==> src/rtl/interrupt_request_controller_if.sv <==
// Start/done handshake between the interrupt request controller
// and interrupt_handler.
interface interrupt_request_controller_if;
  logic       ih_start;
  logic [2:0] ih_kind;
  logic       ih_is_rti;
  logic       ih_break_flag;
  logic       ih_done;

  modport master (
    output ih_start,
    output ih_kind,
    output ih_is_rti,
    output ih_break_flag,
    input  ih_done
  );

  modport slave (
    input  ih_start,
    input  ih_kind,
    input  ih_is_rti,
    input  ih_break_flag,
    output ih_done
  );
endinterface

==> src/rtl/interrupt_request_controller.sv <==
// Prioritises RESET/NMI/IRQ/BRK/RTI requests, starts interrupt_handler
// and stalls the CPU core until the handler reports done.
module interrupt_request_controller #(
  parameter int N_IRQ        = 4,
  parameter int DONE_TIMEOUT = 64
) (
  input  logic             clk,
  input  logic             rst,
  input  logic             soft_reset,
  input  logic [7:0]       ppu_status,
  input  logic             ppu_nmi_en,
  input  logic [N_IRQ-1:0] irq_lines,
  input  logic [N_IRQ-1:0] irq_mask,
  input  logic             cpu_i_flag,
  input  logic             instr_boundary,
  input  logic             brk_req,
  input  logic             rti_req,
  interrupt_request_controller_if.master ih,
  output logic             cpu_stall,
  output logic             nmi_pending,
  output logic             timeout_err
);

  typedef enum logic [1:0] {
    S_IDLE,
    S_DISPATCH,
    S_WAIT
  } state_e;

  typedef enum logic [2:0] {
    K_RESET = 3'd0,
    K_NMI   = 3'd1,
    K_IRQ   = 3'd2,
    K_BRK   = 3'd3,
    K_RTI   = 3'd4
  } kind_e;

  localparam logic [7:0] TMO = 8'(DONE_TIMEOUT - 1);

  state_e     state_q, state_d;
  kind_e      kind_q, kind_d;
  logic [7:0] cnt_q, cnt_d;
  logic       blk_q, blk_d;
  logic       rstp_q, rstp_d;
  logic       nmi_q;
  logic       nmip_q, nmip_d;
  logic       terr_q, terr_d;
  logic       clr_rst, clr_nmi;
  logic       nmi_lvl, irq_act, busy;
  logic       sel_nmi, sel_brk, sel_rti, sel_irq;
  logic [2:0] kind_o;
  logic       unused_status;

  assign unused_status = ^ppu_status[6:0];

  assign nmi_lvl = ppu_status[7] & ppu_nmi_en;
  assign irq_act = |(irq_lines & irq_mask) & ~cpu_i_flag;

  // One-hot boundary selection so the decoder below is exclusive
  assign sel_nmi = nmip_q & ~blk_q;
  assign sel_brk = ~sel_nmi & brk_req;
  assign sel_rti = ~sel_nmi & ~brk_req & rti_req;
  assign sel_irq = ~sel_nmi & ~brk_req & ~rti_req
                 & irq_act & ~blk_q;

  always_comb begin
    state_d = state_q;
    kind_d  = kind_q;
    cnt_d   = cnt_q;
    blk_d   = blk_q;
    terr_d  = terr_q;
    clr_rst = 1'b0;
    clr_nmi = 1'b0;
    unique case (state_q)
      S_IDLE: begin
        cnt_d = '0;
        if (rstp_q) begin
          state_d = S_DISPATCH;
          kind_d  = K_RESET;
          clr_rst = 1'b1;
        end else if (instr_boundary) begin
          unique case (1'b1)
            sel_nmi: begin
              state_d = S_DISPATCH;
              kind_d  = K_NMI;
              clr_nmi = 1'b1;
            end
            sel_brk: begin
              state_d = S_DISPATCH;
              kind_d  = K_BRK;
            end
            sel_rti: begin
              state_d = S_DISPATCH;
              kind_d  = K_RTI;
            end
            sel_irq: begin
              state_d = S_DISPATCH;
              kind_d  = K_IRQ;
            end
            default: blk_d = 1'b0;
          endcase
        end
      end
      S_DISPATCH: begin
        cnt_d   = cnt_q + 8'd1;
        state_d = S_WAIT;
      end
      S_WAIT: begin
        if (ih.ih_done) begin
          state_d = S_IDLE;
          if (kind_q inside {K_NMI, K_IRQ, K_BRK})
            blk_d = 1'b1;
        end else if (cnt_q >= TMO) begin
          state_d = S_IDLE;
          terr_d  = 1'b1;
        end else begin
          cnt_d = cnt_q + 8'd1;
        end
      end
      default: state_d = S_IDLE;
    endcase
    rstp_d = (rstp_q & ~clr_rst) | ~soft_reset;
    nmip_d = (nmip_q & ~clr_nmi) | (nmi_lvl & ~nmi_q);
  end

  always_ff @(posedge clk or negedge rst) begin
    if (!rst) begin
      state_q <= S_IDLE;
      kind_q  <= K_RESET;
      cnt_q   <= '0;
      blk_q   <= 1'b0;
      rstp_q  <= 1'b1;
      nmi_q   <= 1'b0;
      nmip_q  <= 1'b0;
      terr_q  <= 1'b0;
    end else begin
      state_q <= state_d;
      kind_q  <= kind_d;
      cnt_q   <= cnt_d;
      blk_q   <= blk_d;
      rstp_q  <= rstp_d;
      nmi_q   <= nmi_lvl;
      nmip_q  <= nmip_d;
      terr_q  <= terr_d;
    end
  end

  assign busy             = (state_q != S_IDLE);
  assign kind_o           = busy ? kind_q : 3'd0;
  assign ih.ih_start      = (state_q == S_DISPATCH);
  assign ih.ih_kind       = kind_o;
  assign ih.ih_is_rti     = (kind_o == 3'd4);
  assign ih.ih_break_flag = (kind_o == 3'd3);
  assign cpu_stall        = busy;
  assign nmi_pending      = nmip_q;
  assign timeout_err      = terr_q;

endmodule

==> src/flat_wrapper.sv <==
// flat-port wrapper written by rule: the top's interface ports become plain ports
module interrupt_request_controller_flat 
#(
  parameter int N_IRQ        = 4,
  parameter int DONE_TIMEOUT = 64
)
  (clk, rst, soft_reset, ppu_status, ppu_nmi_en, irq_lines, irq_mask, cpu_i_flag, instr_boundary, brk_req, rti_req, cpu_stall, nmi_pending, timeout_err, ih_ih_start, ih_ih_kind, ih_ih_is_rti, ih_ih_break_flag, ih_ih_done);
  interrupt_request_controller_if ih_i ();
  input  logic clk;
  input  logic rst;
  input  logic soft_reset;
  input  logic [7:0] ppu_status;
  input  logic ppu_nmi_en;
  input  logic [N_IRQ-1:0] irq_lines;
  input  logic [N_IRQ-1:0] irq_mask;
  input  logic cpu_i_flag;
  input  logic instr_boundary;
  input  logic brk_req;
  input  logic rti_req;
  output logic cpu_stall;
  output logic nmi_pending;
  output logic timeout_err;
  output wire logic [$bits(ih_i.ih_start)-1:0] ih_ih_start;
  output wire logic [$bits(ih_i.ih_kind)-1:0] ih_ih_kind;
  output wire logic [$bits(ih_i.ih_is_rti)-1:0] ih_ih_is_rti;
  output wire logic [$bits(ih_i.ih_break_flag)-1:0] ih_ih_break_flag;
  input wire logic [$bits(ih_i.ih_done)-1:0] ih_ih_done;
  assign ih_ih_start = ih_i.ih_start;
  assign ih_ih_kind = ih_i.ih_kind;
  assign ih_ih_is_rti = ih_i.ih_is_rti;
  assign ih_ih_break_flag = ih_i.ih_break_flag;
  assign ih_i.ih_done = ih_ih_done;
  interrupt_request_controller #(.N_IRQ(N_IRQ), .DONE_TIMEOUT(DONE_TIMEOUT)) u_core (.clk(clk), .rst(rst), .soft_reset(soft_reset), .ppu_status(ppu_status), .ppu_nmi_en(ppu_nmi_en), .irq_lines(irq_lines), .irq_mask(irq_mask), .cpu_i_flag(cpu_i_flag), .instr_boundary(instr_boundary), .brk_req(brk_req), .rti_req(rti_req), .ih(ih_i), .cpu_stall(cpu_stall), .nmi_pending(nmi_pending), .timeout_err(timeout_err));
endmodule
==> config.mk <==
export PLATFORM = sky130hd
export DESIGN_NAME = interrupt_request_controller_flat
export DESIGN_NICKNAME = d
export VERILOG_FILES = /design/src/rtl/interrupt_request_controller_if.sv /design/src/rtl/interrupt_request_controller.sv /design/src/flat_wrapper.sv
export SDC_FILE = /design/constraint.sdc
export NUM_CORES = 1
export LEC_CHECK = 0
export ABC_CLOCK_PERIOD_IN_PS = 2800
export CORE_MARGIN = 2
export CORE_UTILIZATION = 50
export CTS_BUF_LIST = sky130_fd_sc_hd__clkbuf_2
export DETAILED_ROUTE_END_ITERATION = 8
export PLACE_DENSITY = 0.86
export SYNTH_ARGS = -nofsm -noshare
export SYNTH_HDL_FRONTEND = slang
export SYNTH_SLANG_ARGS = --single-unit
==> constraint.sdc <==
create_clock -name clk -period 2.8 [get_ports clk]
set_input_delay 0.56 -clock clk [delete_from_list [all_inputs] [get_ports clk]]
set_output_delay 0.56 -clock clk [all_outputs]
set_load 0.05 [all_outputs]
After elaboration in Yosys (flattened, before gate mapping)
Cells that the tools add are included.
{ "op_classes": {"add_sub_neg": 1, "n_lt_le_gt_ge": 1, "n_eq_ne": 17, "muxes": 25, "bitwise_logic": 25, "reduce_logical": 14} }
{ "ops": {"columns": ["op", "count"], "rows": [
  ["$pmux 8 s3", 1],
  ["$mux 8", 2],
  ["$and 1x1->1", 12],
  ["$ne 2x2->1 const B", 6],
  ["$pmux 3 s4", 1],
  ["$reduce_and 3->1", 4],
  ["$mux 1", 11],
  ["$mux 2", 5],
  ["$not 1->1", 10],
  ["$eq 3x2->1 const B", 3],
  ["$mux 3", 3],
  ["$ne 3x2->1 const B", 3],
  ["$add 8x1->8 const B", 1],
  ["$ge 8x6->1 const B", 1],
  ["$reduce_or 4->1", 2],
  ["$pmux 2 s3", 1],
  ["$reduce_and 6->1", 1],
  ["$reduce_bool 2->1", 3],
  ["$reduce_bool 3->1", 2],
  ["$reduce_bool 5->1", 1],
  ["$and 4x4->4", 1],
  ["$eq 3x1->1 const B", 1],
  ["$eq 3x3->1 const B", 1],
  ["$eq 2x1->1 const B", 1],
  ["other kinds (5)", 6]
]} }
{ "word_totals": {"reg_bits": 18, "output_inout_bits": 9, "word_cells": 91} }

Longest topological paths before layout
Gate-level depths: netlist of the first run.
{ "logic_depth": {"word_depth": 12, "depth_mapped": 7, "ltp_nobuf": 6} }

Least setup slack after synthesis of the first run
No wires, ideal clock.
{ "synth_timing": {"path_type": "reg2out", "from": "register u_core.state_q[0]", "to": "output ih_ih_break_flag", "arrival_time_ns": 2.003, "required_time_ns": 2.240, "slack_ns": 0.237, "path_stages_with_launch": 5, "path_buffers": 0, "cell_sequence": "dfrtp_1 inv_1 ha_1 nor2b_1 and3b_1"} }
{ "synth_via": {"elab_chain_cells": 3} }
{ "synth_lines": {"columns": ["element", "line_no", "text"], "rows": [
  ["start: declaration", "interrupt_request_controller.sv:40", "state_e state_q, state_d;"],
  ["start signal: assignment", "interrupt_request_controller.sv:137", "state_q <= state_d;"],
  ["$reduce_bool 2->1", "interrupt_request_controller.sv:148", "assign busy = (state_q != S_IDLE);"],
  ["$mux 3", "interrupt_request_controller.sv:149", "assign kind_o = busy ? kind_q : 3'd0;"],
  ["net ih_ih_kind[1]", "flat_wrapper.sv:24", "output wire logic [$bits(ih_i.ih_kind)-1:0] ih_ih_kind;"],
  ["$eq 3x2->1", "interrupt_request_controller.sv:153", "assign ih.ih_break_flag = (kind_o == 3'd3);"],
  ["end: declaration", "flat_wrapper.sv:26", "output wire logic [$bits(ih_i.ih_break_flag)-1:0] ih_ih_break_flag;"]
]} }
The timed path passes the listed nets, and every way through them passes these cells.

Worst setup path after layout of the first run
{ "layout_timing": {"from": "register u_core.state_q[0]", "to": "output cpu_stall"} }
{ "layout_via": {"elab_chain_cells": 1} }
{ "layout_lines": {"columns": ["element", "line_no", "text"], "rows": [
  ["$reduce_bool 2->1", "interrupt_request_controller.sv:148", null],
  ["end: declaration", "flat_wrapper.sv:20", "output logic cpu_stall;"]
]} }
No other way between the ends.

==> flow_metrics.env, run 1 <==
export IMPL_crit_buf_inv=3
export IMPL_die_area_mm2=0.00243
export IMPL_ir_worst_vdd_uv=512
export IMPL_p_leak_nw=0.663
export IMPL_grt_overflow=0
export IMPL_path_delay_family="buffers and inverters"
export IMPL_io_buffers=26
export IMPL_yosysTopAreaCellShare=0.415
export IMPL_antenna_cells=0
export IMPL_cts_sinks=18
export IMPL_synth_area_mm2=0.00103
export IMPL_wl_per_cell_um=13.7
export IMPL_end_kind="primary output"
export IMPL_grt_max_degree=19
export IMPL_ant_nets=0
export IMPL_nNetsFinal=168
export IMPL_timing_rr_end="u_core.kind_q[1]"
export IMPL_syn_nets=138
export IMPL_drv_cap=0
export IMPL_ios=34
export IMPL_critPathLaunchType="flip-flop"
export IMPL_synth_area_leader_cell="dfrtp_1"
export IMPL_hold_buffers=0
export IMPL_synth_edf_count=0
export IMPL_core_area_mm2=0.00194
export IMPL_place_area_mm2=0.00132
export IMPL_regToRegSetupSlack_ns=0.80
export IMPL_grt_usage=0.207
export IMPL_drive_gt1_frac=0.0949
export IMPL_synth_async_reset_ratio=1.00
export IMPL_powerDensity_mw_per_mm2=818
export IMPL_synth_ff_type="dfrtp_1"
export IMPL_rsz0062_at_grt="no"
export IMPL_ys_seq_area_frac=0.440
export IMPL_slowest_delay_ns=0.84
export IMPL_critical_path_slowest_cell="clkdlybuf4s50_1"
export IMPL_synth_cells=108
export IMPL_drc=0
export IMPL_placed_cells=160
export IMPL_yosysWarnings=0
export IMPL_crit_arrival_ns=2.10
export IMPL_cts_buffer_depth=2
export IMPL_areaGrowthSynthToFinish_pct=30.6
export IMPL_fin_worst_skew_ns=0.00534
export IMPL_fin_cells=164
export IMPL_dieHeight_um=49.3
export IMPL_place_congestion=0.829
export IMPL_final_cell_mix="clkdlybuf4s50_1 (24), dfrtp_1 (17), nand2_1 (12)"
export IMPL_fmax_ghz=0.375
export IMPL_r2r_start="u_core.blk_q"
export IMPL_die_x_um=49.3
export IMPL_cp_cell_sequence="inv_1 > ha_1 > inv_1 > clkdlybuf4s50_1"
export IMPL_tightest_slew_ns=0.782
export IMPL_grt_pass1_wl_um=3890
export IMPL_path_clk_slew_ns=0.16
export IMPL_slew_headroom=0.477
export IMPL_min_to="u_core.nmi_pending"
export IMPL_design_area_mm2=0.00134
export IMPL_grt_pass1_vias=889
export IMPL_ys_seq_elements=18
export IMPL_viasPerCell=5.66
export IMPL_min_from="u_core.nmi_q"
export IMPL_cts_root_buf="clkbuf_2"
export IMPL_row_count=16
export IMPL_dp_hpwl_um=1810
export IMPL_antenna_found_initial=0
export IMPL_cp_max_fo=7
export IMPL_start_util=0.528
export IMPL_setup_viol=0
export IMPL_ys_top_cells_by_area="dfrtp_1 (41%), ha_1 (6.1%), o21ai_0 (4.9%)"
export IMPL_cts_tree="yes"
export IMPL_worst_setup_path_type="reg -> out"
export IMPL_cp_common_cell="inv_1"
export IMPL_drtPass1Iterations=4
export IMPL_whs_path_depth=1
export IMPL_finalHoldViolCount=0
export IMPL_finalCritPeriodShare=0.952
export IMPL_run_status="complete, no violations"
export IMPL_finalMaxSlewViolations=0
export IMPL_htree_levels=1
export IMPL_rr_worst_depth=5
export IMPL_clk_latency_ns=0.30
export IMPL_avgSynthCellArea_um2=9.50
export IMPL_ys_types=34
export IMPL_required_ns=2.24
export IMPL_cp_depth=4
export IMPL_first_iter_violations=15
export IMPL_drt_wl_total_um=2240
export IMPL_cts_made_buffers=3
export IMPL_final_common_cell="clkdlybuf4s50_1"
export IMPL_fin_util=0.690
export IMPL_vias=928
export IMPL_period_minus_slack_ns=2.66
export IMPL_hold_class="reg -> reg"
export IMPL_finalSetupTns_ns=0
-- worst reg2reg max path, cell delays in order, from the launching register on --
cell and delay, ns:
dfrtp_1 0.45, or4_1 0.53, a211o_1 0.34, a21boi_2 0.20, o21ai_0 0.17, a21o_1 0.22
-- cell usage after synthesis, drive strengths merged, types with 2 or more instances --
cell type and n:
o2bb2ai 2, or2 2, o31ai 2, inv 9, nor2 4, ha 5
nor3 5, a21oi 2, o21ai 10, mux2i 2, nand3 5, nor2b 3
nor3b 2, a211o 3, a22oi 3, a21o 5, dfrtp 17, nand2 12
-- worst max path at each step --
stage / endpoint / slack, ns / start
floorplan: ih_ih_break_flag / 0.24 / u_core.state_q[0]
global placement: u_core.state_q[1] / 0.25 / brk_req
detailed placement: u_core.kind_q[1] / 0.22 / brk_req
CTS: ih_ih_break_flag / 0.0001 / u_core.state_q[0]
global route: ih_ih_kind[0] / 0.03 / u_core.state_q[0]
finish: cpu_stall / 0.14 / u_core.state_q[0]
-- cell type report --
type                       instances  area, um2
timing repair buffer              26        265
multi-input combinational         80        537
clock inverter                     1       3.75
tap                               27       33.8
inverter                           9       33.8
fill                             162        602
clock buffer                       3       15.0
sequential                        18        452
-- logic make-up (layout without fill, tap and decap cells) --
| logic type | after synthesis | after routing | synth area share |
|---|---|---|---|
| AND/OR/NAND/NOR | 40 | 40 | 0.201 |
| adder cells (fa/ha/maj) | 5 | 5 | 0.0610 |
| AO/OA/AOI/OAI | 32 | 32 | 0.227 |
| flip-flops | 18 | 18 | 0.440 |
| multiplexers | 3 | 3 | 0.0341 |
| buffers and inverters | 10 | 39 | 0.0366 |
-- timing repair --
action                                 4_1_cts  5_1_grt
endpoints found under the hold margin        0        0
setup buffers                                0        0
setup endpoints to repair                    0        2
gates resized for setup                      0        2
-- power breakdown --
group / internal [W] / leakage, nW / switching (W)
clock network: 0.0000310 / 0.0140 / 0.0000796
registers: 0.000319 / 0.235 / 0.0000534
logic: 0.000233 / 0.414 / 0.000379
total: 0.000583 / 0.663 / 0.000512
-- metrics by stage --
step	power (W)	setup slack, ns	hold slack [ns]
2_1_floorplan	0.000802	0.237	0.264
3_3_place_gp	0.000961	0.255	0.420
3_5_place_dp	0.000986	0.217	0.433
4_1_cts	0.00110	0.000135	0.459
5_1_grt	0.00117	0.0346	0.482
6_report	0.00110	0.135	0.454
-- routing by layer --
metal / up-vias / share of wire / track usage
li1: 451 / - / -
met1: 444 / 0.44 / 0.242
met2: 27 / 0.51 / 0.381
met3: 6 / 0.040 / 0.0307
met4: 0 / 0.012 / 0.0714
met5: - / 0 / 0
-- flip-flops by register name (all words and copies together), names as in the netlist --
signal and count:
u_core.cnt_q 8, u_core.kind_q 3, u_core.state_q 2, u_core.blk_q 1
u_core.nmi_pending 1, u_core.nmi_q 1, u_core.rstp_q 1, u_core.timeout_err 1
Power figures use the tool's default switching activity.
==> run 2: changes to the inputs <==
--- a/config.mk
+++ b/config.mk
@@ -6,11 +6,12 @@
 export NUM_CORES = 1
 export LEC_CHECK = 0
 export ABC_CLOCK_PERIOD_IN_PS = 2800
-export CORE_MARGIN = 2
 export CORE_UTILIZATION = 50
 export CTS_BUF_LIST = sky130_fd_sc_hd__clkbuf_2
 export DETAILED_ROUTE_END_ITERATION = 8
 export PLACE_DENSITY = 0.86
+export SKIP_CTS_REPAIR_TIMING = 1
 export SYNTH_ARGS = -nofsm -noshare
 export SYNTH_HDL_FRONTEND = slang
 export SYNTH_SLANG_ARGS = --single-unit
+export TNS_END_PERCENT = 10
==> flow_metrics.env, run 2 (synthesis gave the netlist of run 1 again) <==
export IMPL_cp_common_cell="inv_1"
export IMPL_cts_made_buffers=3
export IMPL_path_clk_slew_ns=0.18
export IMPL_grt_overflow=0
export IMPL_grt_max_degree=19
export IMPL_ios=34
export IMPL_finalMaxSlewViolations=0
export IMPL_die_x_um=47.3
export IMPL_vias=876
export IMPL_pwr_share_comb=0.554
export IMPL_grt_pass1_vias=818
export IMPL_die_area_mm2=0.00224
export IMPL_switching_share=0.467
export IMPL_cp_max_fo=7
export IMPL_cts_root_buf="clkbuf_2"
export IMPL_core_area_mm2=0.00194
export IMPL_min_from="u_core.nmi_q"
export IMPL_drt_wl_total_um=2220
export IMPL_worst_setup_path_type="reg -> out"
export IMPL_ir_worst_vdd_uv=495
export IMPL_nNetsFinal=168
export IMPL_drtPass1Iterations=4
export IMPL_htree_levels=1
export IMPL_slew_headroom=0.480
export IMPL_rsz0062_at_grt="no"
export IMPL_rr_worst_depth=5
export IMPL_dp_hpwl_um=1710
export IMPL_required_ns=2.24
export IMPL_viasPerCell=5.34
export IMPL_critPathLaunchType="flip-flop"
export IMPL_start_util=0.528
export IMPL_hold_ws_ns=0.453
export IMPL_whs_path_depth=1
export IMPL_antenna_cells=0
export IMPL_final_cell_mix="clkdlybuf4s50_1 (24), dfrtp_1 (17), nand2_1 (12)"
export IMPL_timing_rr_end="u_core.state_q[1]"
export IMPL_finalSetupTns_ns=0
export IMPL_areaGrowthSynthToFinish_pct=30.6
export IMPL_cts_buffer_depth=2
export IMPL_cp_cell_sequence="inv_1 > ha_1 > inv_1 > clkdlybuf4s50_1"
export IMPL_run_status="complete, no violations"
export IMPL_setup_viol=0
export IMPL_fin_util=0.690
export IMPL_grt_pass1_wl_um=3460
export IMPL_antenna_found_initial=0
export IMPL_grt_usage=0.224
export IMPL_fmax_ghz=0.378
export IMPL_drv_cap=0
export IMPL_first_iter_violations=14
export IMPL_intPower_w=0.000583
export IMPL_hold_class="reg -> reg"
export IMPL_io_buffers=26
export IMPL_fin_worst_skew_ns=0.00120
export IMPL_end_kind="primary output"
export IMPL_cts_sinks=18
export IMPL_crit_buf_inv=3
export IMPL_tightest_slew_ns=0.777
export IMPL_critical_path_slowest_cell="clkdlybuf4s50_1"
export IMPL_finalHoldViolCount=0
export IMPL_p_seq_frac=0.341
export IMPL_powerDensity_mw_per_mm2=815
export IMPL_drive_gt1_frac=0.0949
export IMPL_row_count=16
export IMPL_finalCritPeriodShare=0.946
export IMPL_largest_register_ffs=8
export IMPL_crit_arrival_ns=2.09
export IMPL_max_flop_register="u_core.cnt_q"
export IMPL_wl_per_cell_um=13.5
export IMPL_final_common_cell="clkdlybuf4s50_1"
export IMPL_cts_tree="yes"
export IMPL_p_sw_w=0.000510
export IMPL_regToRegSetupSlack_ns=0.79
export IMPL_drc=0
export IMPL_largestRegisters="u_core.cnt_q x8, u_core.kind_q x3, u_core.state_q x2"
export IMPL_clk_latency_ns=0.30
export IMPL_place_congestion=0.740
export IMPL_r2r_start="u_core.blk_q"
export IMPL_power_frac_clock=0.104
export IMPL_p_leak_nw=0.663
export IMPL_n_fill_cell=164
export IMPL_ant_nets=0
export IMPL_period_minus_slack_ns=2.65
export IMPL_dieHeight_um=47.3
export IMPL_path_delay_family="buffers and inverters"
export IMPL_slowest_delay_ns=0.84
export IMPL_min_to="u_core.nmi_pending"
run 2: cell type report:
cell class,count,area [um2],area share
Sequential cell,18,452,0.337
Tap cell,27,33.8,0.0252
Timing Repair Buffer,26,265,0.198
Multi-Input combinational cell,80,537,0.401
Clock buffer,3,15.0,0.0112
Inverter,9,33.8,0.0252
Clock inverter,1,3.75,0.00280
run 2: worst max-delay path by stage:
stage	cells after the start	startpoint	slack (ns)	to
global placement	6	brk_req	0.26	u_core.state_q[1]
detailed placement	6	brk_req	0.22	u_core.kind_q[1]
CTS	5	u_core.state_q[0]	0.03	ih_ih_break_flag
floorplan	4	u_core.state_q[0]	0.24	ih_ih_break_flag
global route	4	u_core.state_q[0]	0.04	cpu_stall
finish	4	u_core.state_q[0]	0.15	cpu_stall
run 2: worst reg2reg max path, stage by stage, from the launching register on:
cell	delay, ns
dfrtp_1	0.46
or4_1	0.53
a211o_1	0.33
a21boi_2	0.22
o31ai_2	0.09
mux2_4	0.29
run 2: power by group through the flow:
stage,clock (W),sequential (W),combinational (W)
after floorplan,0,0.000394,0.000408
after global placement,0,0.000373,0.000588
after detailed placement,0,0.000378,0.000602
after CTS,0.000118,0.000373,0.000604
after global routing,0.000127,0.000383,0.000665
final,0.000114,0.000373,0.000606
run 2: layer usage:
metal  part of all wire  track usage
met4              0.012       0.0971
met1               0.47        0.275
met3              0.021       0.0500
met5                  0            0
met2               0.50        0.375
run 2: stage by stage:
| step | setup WS [ns] | cell area [um2] | instances | power [W] |
|---|---|---|---|---|
| global placement | 0.256 | 1320 | 160 | 0.000961 |
| global route | 0.0415 | 1340 | 164 | 0.00118 |
| floorplan | 0.237 | 1030 | 108 | 0.000802 |
| CTS | 0.0342 | 1340 | 164 | 0.00109 |
| detailed placement | 0.224 | 1320 | 160 | 0.000979 |
| finish | 0.152 | 1340 | 164 | 0.00109 |
==> run 3: changes to the inputs <==
--- a/config.mk
+++ b/config.mk
@@ -8,6 +8,7 @@
 export ABC_CLOCK_PERIOD_IN_PS = 2800
 export CORE_UTILIZATION = 50
 export CTS_BUF_LIST = sky130_fd_sc_hd__clkbuf_2
+export CTS_CLUSTER_SIZE = 14
 export DETAILED_ROUTE_END_ITERATION = 8
 export PLACE_DENSITY = 0.86
 export SKIP_CTS_REPAIR_TIMING = 1
==> results of run 3 <==
Same layout as run 2: the final DEF is identical, and so are final timing and power.
